--- src/rtl/conv1_pkg.sv ---
// Shared definitions for the layer-1 convolution engine (weight ROM array,
// MAC array and the weight ROM sequencer).
//
// Contents:
//   L1_ADDR        ROM address width (ROM depth 2**L1_ADDR)
//   L1_TAPS        kernel taps per output pixel (3x3 kernel x 3 input channels)
//   L1_OUT_PIXELS  output pixels per frame (111x111)
//   L1_PIX_W       width of the output pixel counter
//   seq_state_t    sequencer FSM state encoding
package conv1_pkg;

  localparam int L1_ADDR       = 5;
  localparam int L1_TAPS       = 27;
  localparam int L1_OUT_PIXELS = 12321;
  localparam int L1_PIX_W      = 14;

  typedef enum logic [1:0] {
    IDLE     = 2'd0,
    WAIT_WIN = 2'd1,
    STREAM   = 2'd2,
    DONE     = 2'd3
  } seq_state_t;

endpackage

--- src/rtl/weight_rom_sequencer_layer_1.sv ---
// Weight ROM sequencer for conv layer 1.
//
// For every output pixel of a frame the sequencer waits for the image window
// buffer to present a complete window, then streams ROM addresses 0..TAPS-1
// to the (combinational) weight ROM array and the MAC array, flags the first
// and last tap so the MACs can clear and dump their accumulators, and pops
// the window once its last tap has been accepted.
//
// Ports:
//   clk        clock
//   rst_n      synchronous active-low reset
//   start      frame start pulse (only honoured while idle)
//   win_valid  image buffer holds a complete input window
//   win_pop    one-cycle pulse: current window consumed
//   rom_addr   weight ROM address
//   tap_valid  rom_addr / ROM data valid for the MAC array
//   tap_ready  MAC array accepts the current tap
//   first_tap  tap_valid && rom_addr == 0
//   last_tap   tap_valid && rom_addr == TAPS-1
//   pixel_idx  index of the pixel being processed
//   busy       high in every state except IDLE
//   done       one-cycle pulse after the last tap of the last pixel
//   fsm_state  current FSM state (seq_state_t encoding), for observation
//
// Handshake: a tap transfers on every rising clk edge where tap_valid and
// tap_ready are both high. While tap_valid is high and tap_ready is low,
// rom_addr, pixel_idx and tap_valid hold their values; the sequencer never
// withdraws a tap it has offered. tap_ready has no effect while tap_valid is
// low.
module weight_rom_sequencer_layer_1
  import conv1_pkg::*;
#(
  parameter int ADDR       = L1_ADDR,
  parameter int TAPS       = L1_TAPS,
  parameter int OUT_PIXELS = L1_OUT_PIXELS,
  parameter int PIX_W      = L1_PIX_W
) (
  input  logic             clk,
  input  logic             rst_n,
  input  logic             start,
  input  logic             win_valid,
  output logic             win_pop,
  output logic [ADDR-1:0]  rom_addr,
  output logic             tap_valid,
  input  logic             tap_ready,
  output logic             first_tap,
  output logic             last_tap,
  output logic [PIX_W-1:0] pixel_idx,
  output logic             busy,
  output logic             done,
  output logic [1:0]       fsm_state
);

  // Parameter sanity: the tap counter must be able to reach TAPS-1 and the
  // pixel counter must be able to reach OUT_PIXELS-1 without wrapping.
  if (TAPS < 1 || TAPS > (1 << ADDR)) begin : g_bad_taps
    $error("weight_rom_sequencer_layer_1: TAPS must be in 1..2**ADDR");
  end
  if (OUT_PIXELS < 1 || OUT_PIXELS > (1 << PIX_W)) begin : g_bad_pixels
    $error("weight_rom_sequencer_layer_1: OUT_PIXELS must be in 1..2**PIX_W");
  end

  localparam logic [ADDR-1:0]  LAST_TAP = ADDR'(TAPS - 1);
  localparam logic [PIX_W-1:0] LAST_PIX = PIX_W'(OUT_PIXELS - 1);

  // Registered state
  seq_state_t       state_q;
  logic [ADDR-1:0]  addr_q;
  logic [PIX_W-1:0] pix_q;
  logic             tap_valid_q;
  logic             win_pop_q;
  logic             busy_q;
  logic             done_q;

  // Next-state values
  seq_state_t       state_n;
  logic [ADDR-1:0]  addr_n;
  logic [PIX_W-1:0] pix_n;
  logic             tap_valid_n;
  logic             win_pop_n;
  logic             done_n;

  logic             accept;

  assign accept = tap_valid_q && tap_ready;

  always_ff @(posedge clk) begin
    if (!rst_n) begin
      // Any in-flight pixel is abandoned; no win_pop is issued for it.
      state_q     <= IDLE;
      addr_q      <= '0;
      pix_q       <= '0;
      tap_valid_q <= 1'b0;
      win_pop_q   <= 1'b0;
      busy_q      <= 1'b0;
      done_q      <= 1'b0;
    end else begin
      state_q     <= state_n;
      addr_q      <= addr_n;
      pix_q       <= pix_n;
      tap_valid_q <= tap_valid_n;
      win_pop_q   <= win_pop_n;
      busy_q      <= (state_n != IDLE);
      done_q      <= done_n;
    end
  end

  always_comb begin
    state_n     = state_q;
    addr_n      = addr_q;
    pix_n       = pix_q;
    tap_valid_n = 1'b0;
    win_pop_n   = 1'b0;
    done_n      = 1'b0;

    unique case (state_q)
      IDLE: begin
        if (start) begin
          state_n = WAIT_WIN;
          pix_n   = '0;
          addr_n  = '0;
        end
      end

      WAIT_WIN: begin
        if (win_valid) begin
          state_n     = STREAM;
          tap_valid_n = 1'b1;
          addr_n      = '0;
        end
      end

      STREAM: begin
        // The window stays latched in the image buffer until win_pop, so
        // win_valid is deliberately not looked at here.
        tap_valid_n = 1'b1;
        if (accept) begin
          if (addr_q == LAST_TAP) begin
            tap_valid_n = 1'b0;
            win_pop_n   = 1'b1;
            addr_n      = '0;
            if (pix_q == LAST_PIX) begin
              state_n = DONE;
              done_n  = 1'b1;
            end else begin
              // Always go back through WAIT_WIN: one bubble per pixel even
              // when the next window is already available.
              pix_n   = pix_q + 1'b1;
              state_n = WAIT_WIN;
            end
          end else begin
            addr_n = addr_q + 1'b1;
          end
        end
      end

      DONE: begin
        state_n = IDLE;
        pix_n   = '0;
      end

      default: begin
        state_n = IDLE;
      end
    endcase
  end

  assign win_pop   = win_pop_q;
  assign rom_addr  = addr_q;
  assign tap_valid = tap_valid_q;
  assign pixel_idx = pix_q;
  assign busy      = busy_q;
  assign done      = done_q;
  assign fsm_state = state_q;

  // Accumulator control decoded from registered state.
  assign first_tap = tap_valid_q && (addr_q == '0);
  assign last_tap  = tap_valid_q && (addr_q == LAST_TAP);

endmodule

--- config.mk ---
export PLATFORM = sky130hd
export DESIGN_NAME = weight_rom_sequencer_layer_1
export DESIGN_NICKNAME = d
export VERILOG_FILES = /design/src/rtl/conv1_pkg.sv /design/src/rtl/weight_rom_sequencer_layer_1.sv
export SDC_FILE = /design/constraint.sdc
export NUM_CORES = 1
export LEC_CHECK = 0
export BUFFER_PORTS_ARGS = -buffer_cell sky130_fd_sc_hd__buf_2
export CORE_MARGIN = 2
export CORE_UTILIZATION = 57
export DETAILED_ROUTE_END_ITERATION = 10
export GPL_TIMING_DRIVEN = 0
export PLACE_DENSITY_LB_ADDON = 0.08
export SLEW_MARGIN = 20
export SYNTH_ARGS = -nofsm -noshare
export SYNTH_HDL_FRONTEND = slang
export SYNTH_SLANG_ARGS = --single-unit
--- constraint.sdc ---
create_clock -name clk -period 4 [get_ports clk]
set_input_delay 0.2 -clock clk [delete_from_list [all_inputs] [get_ports clk]]
set_output_delay 0.2 -clock clk [all_outputs]
set_load 0.1 [all_outputs]
==> flow_summary.yaml <==
clock_network:
  ctsResizeCount: 0
  clk_pin_slew_ns: 0.13
  cts_tree: "done"
  clockRootBuffer: "clkbuf_4"
  cts-buffers-inserted: 3
  clock_latency_ns: 0.33
  cts_buffer_depth: 2
  cts_htree_levels: 1
  clock_sinks: 25
  cts_hold_buf: 0
  cts_setup_buffers: 0
synthesis:
  syn_area_per_cell_um2: 8.51
  ys_ff_latch: 25
  ys_seq_area_frac: 0.344
  syn_nets: 186
  synth_area_um2: 1460
  synthCells: 171
  synth_cell_type_count: 38
  ys_warn_count: 0
routing:
  wl_um: 3340
  drc: 0
  vias_per_cell: 6.06
  wl_per_cell_um: 14.1
  vias: 1430
  drtAntennaViolNets: 0
  firstDrtPassIters: 4
  drt_iter0_drc: 51
run:
  max-cap-violations: 0
outcome:
  status: "completed"
pwr:
  p_seq_frac: 0.323
  p_switching_uw: 486
  powerDensity_nw_per_um2: 553
  p_comb_frac: 0.552
  leakage_uw: 0.000651
  pwr-share-clk: 0.125
  switching_share: 0.523
  internal-power_uw: 443
  design_power_total_uw: 929
  peakVddDrop_uv: 634
timing:
  post-route-period-util: 0.624
  drv_slew: 0
  setup_viol: 0
  max_slew_margin: 0.257
  tightest_slew_ns: 1.11
  setup_tns_ns: 0
  skew_ns: 0.00701
  hold_viol_final: 0
  rsz0062_at_grt: "false"
  timing.final.ws_setup_ns: 1.50
  fmax_mhz: 401
  layout_min_cycle_time_ns: 2.50
hold_path:
  worstHoldPathCells: 3
  hold_path.class: "in -> reg"
  holdPathEnd: "tap_valid"
  hold_start: "win_valid"
worst_setup_path:
  end_kind: "flip-flop"
  crit_type: "reg -> reg"
  ff2ff_path_depth: 8
  timing.rr.end: "pixel_idx[10]"
  path_cells: "inv_1, ha_1, a21boi_1, a2111o_1, buf_6, clkbuf_1, o31ai_1, a21oi_1"
  max_stage_delay_ns: 0.50
  cp_max_fo: 10
  regToRegSetupSlack_ns: 1.50
  startpoint_type: "flip-flop"
  slowest_stage: "a2111o_1"
  r2r_start: "fsm_state[0]"
  cp.arrival_ns: 2.66
  cp.required_ns: 4.17
floorplan:
  core_um2: 2450
  chipWidth_um: 54.5
  ios: 32
  initial_core_util: 0.593
  dieArea_um2: 2970
  fp-row-count: 18
  dieHeight_um: 54.5
grt:
  grt_max_degree: 14
  grt_pass1_vias: 1181
  grt_first_pass_wirelength_um: 5460
  grt-ovfl-total: 0
  grt_antenna_before_repair: 0
  grt_usage: 0.251
final_layout:
  final_core_util: 0.685
  finish.instance_area_um2: 1680
  final_nets: 222
  area_growth_pct: 15.5
  drive_above_1_share: 0.175
  n_antenna_cell: 0
place:
  dp_hpwl_um: 2490
  dpl_worst_slack_ns: 1.56
  gp_congestion: 0.912
  port_buffers: 31
  dpl-instance-area_um2: 1650
-- layout make-up --
cell class	instances	area [um2]
Fill cell	201	774
Sequential cell	25	500
Multi-Input combinational cell	129	890
Clock buffer	4	26.3
Timing Repair Buffer	31	155
Tap cell	30	37.5
Buffer	8	37.5
Inverter	9	33.8
-- cell families after synthesis --
family / count (synthesis) / synth area share
mux: 5 / 0.0344
compound gates: 40 / 0.193
buf+inv: 17 / 0.0490
flops: 25 / 0.344
simple gates: 74 / 0.293
fa+ha+maj: 10 / 0.0860
-- power by group through the flow --
| stage | Clock, uW | Combinational, uW | Sequential [uW] |
|---|---|---|---|
| after floorplan | 0 | 270 | 445 |
| after global placement | 0 | 501 | 304 |
| after detailed placement | 0 | 511 | 305 |
| after CTS | 118 | 513 | 299 |
| after global routing | 126 | 560 | 305 |
| final | 116 | 513 | 300 |
-- registers in the layout, summed over array words and instances (netlist names) --
register,cells
fsm_state,2
win_pop,1
pixel_idx,14
rom_addr,5
busy,1
tap_valid,1
done,1
-- routing by layer --
| metal | up-vias | part of all wire | global-route usage |
|---|---|---|---|
| met5 | - | 0 | 0 |
| met3 | 5 | 0.062 | 0.0328 |
| met1 | 664 | 0.48 | 0.364 |
| met4 | 0 | 0.011 | 0.0750 |
| li1 | 717 | - | - |
| met2 | 44 | 0.45 | 0.384 |
-- how the worst max path moves through the flow --
stage / start / end / slack (ns) / depth (start not counted)
global placement: fsm_state[0] / pixel_idx[10] / 1.63 / 8
finish: fsm_state[0] / pixel_idx[10] / 1.50 / 8
detailed placement: fsm_state[0] / pixel_idx[10] / 1.56 / 8
global route: fsm_state[0] / pixel_idx[10] / 1.27 / 8
CTS: fsm_state[0] / pixel_idx[10] / 1.53 / 8
floorplan: rom_addr[1] / last_tap / 0.90 / 4
-- cell usage after synthesis, drive strengths merged --
cell,n,area share
nand3,10,0.034
nand2b,4,0.017
nor3,1,0.0034
o211ai,1,0.0052
o21ai,4,0.014
o311a,1,0.0069
clkbuf,7,0.018
or4,7,0.036
o31a,1,0.0060
nor2,7,0.018
nor4,9,0.039
o21bai,1,0.0052
ha,10,0.086
and4,3,0.018
or3,4,0.017
nor2b,2,0.0086
mux2i,5,0.034
inv,9,0.023
a221oi,1,0.0060
nand4,6,0.026
a41o,1,0.0069
nand2,13,0.034
a211o,1,0.0060
a21oi,9,0.031
and3,3,0.013
a21boi,5,0.026
buf,1,0.0077
o311ai,1,0.0060
a2111o,1,0.0077
o31ai,8,0.041
and4b,1,0.0069
nor4b,2,0.012
nand4b,1,0.0060
dfxtp,25,0.34
and2,1,0.0043
o21a,5,0.026
-- through the flow --
step                      hold WS (ns)  cells
after floorplan                  0.365    171
after global placement           0.471    232
after detailed placement         0.490    232
after CTS                        0.170    236
after global routing             0.176    236
final                            0.173    236
-- layout by cell type, fill, tap and decap left out, types with 2 or more instances in the layout --
cell type	count
or4_1	7
and3_1	3
clkbuf_4	3
o21ai_0	3
nor4_1	8
a21boi_0	3
ha_1	10
a21oi_1	9
dfxtp_1	25
inv_1	9
nor2_1	7
mux2i_1	5
a21boi_1	2
or3_1	4
and4_1	3
clkbuf_1	8
nor2b_1	2
o31ai_1	8
nand2_1	13
nand3_1	10
nor4b_1	2
buf_2	31
nand2b_1	4
nand4_1	6
o21a_1	5
-- worst max-delay path: cells and delay by family (launching register included) --
family,cells,cell delay (ns)
compound gates,4,1.10
fa+ha+maj,1,0.29
buf+inv,3,0.52
flops,1,0.43
Power figures use the tool's default switching activity.
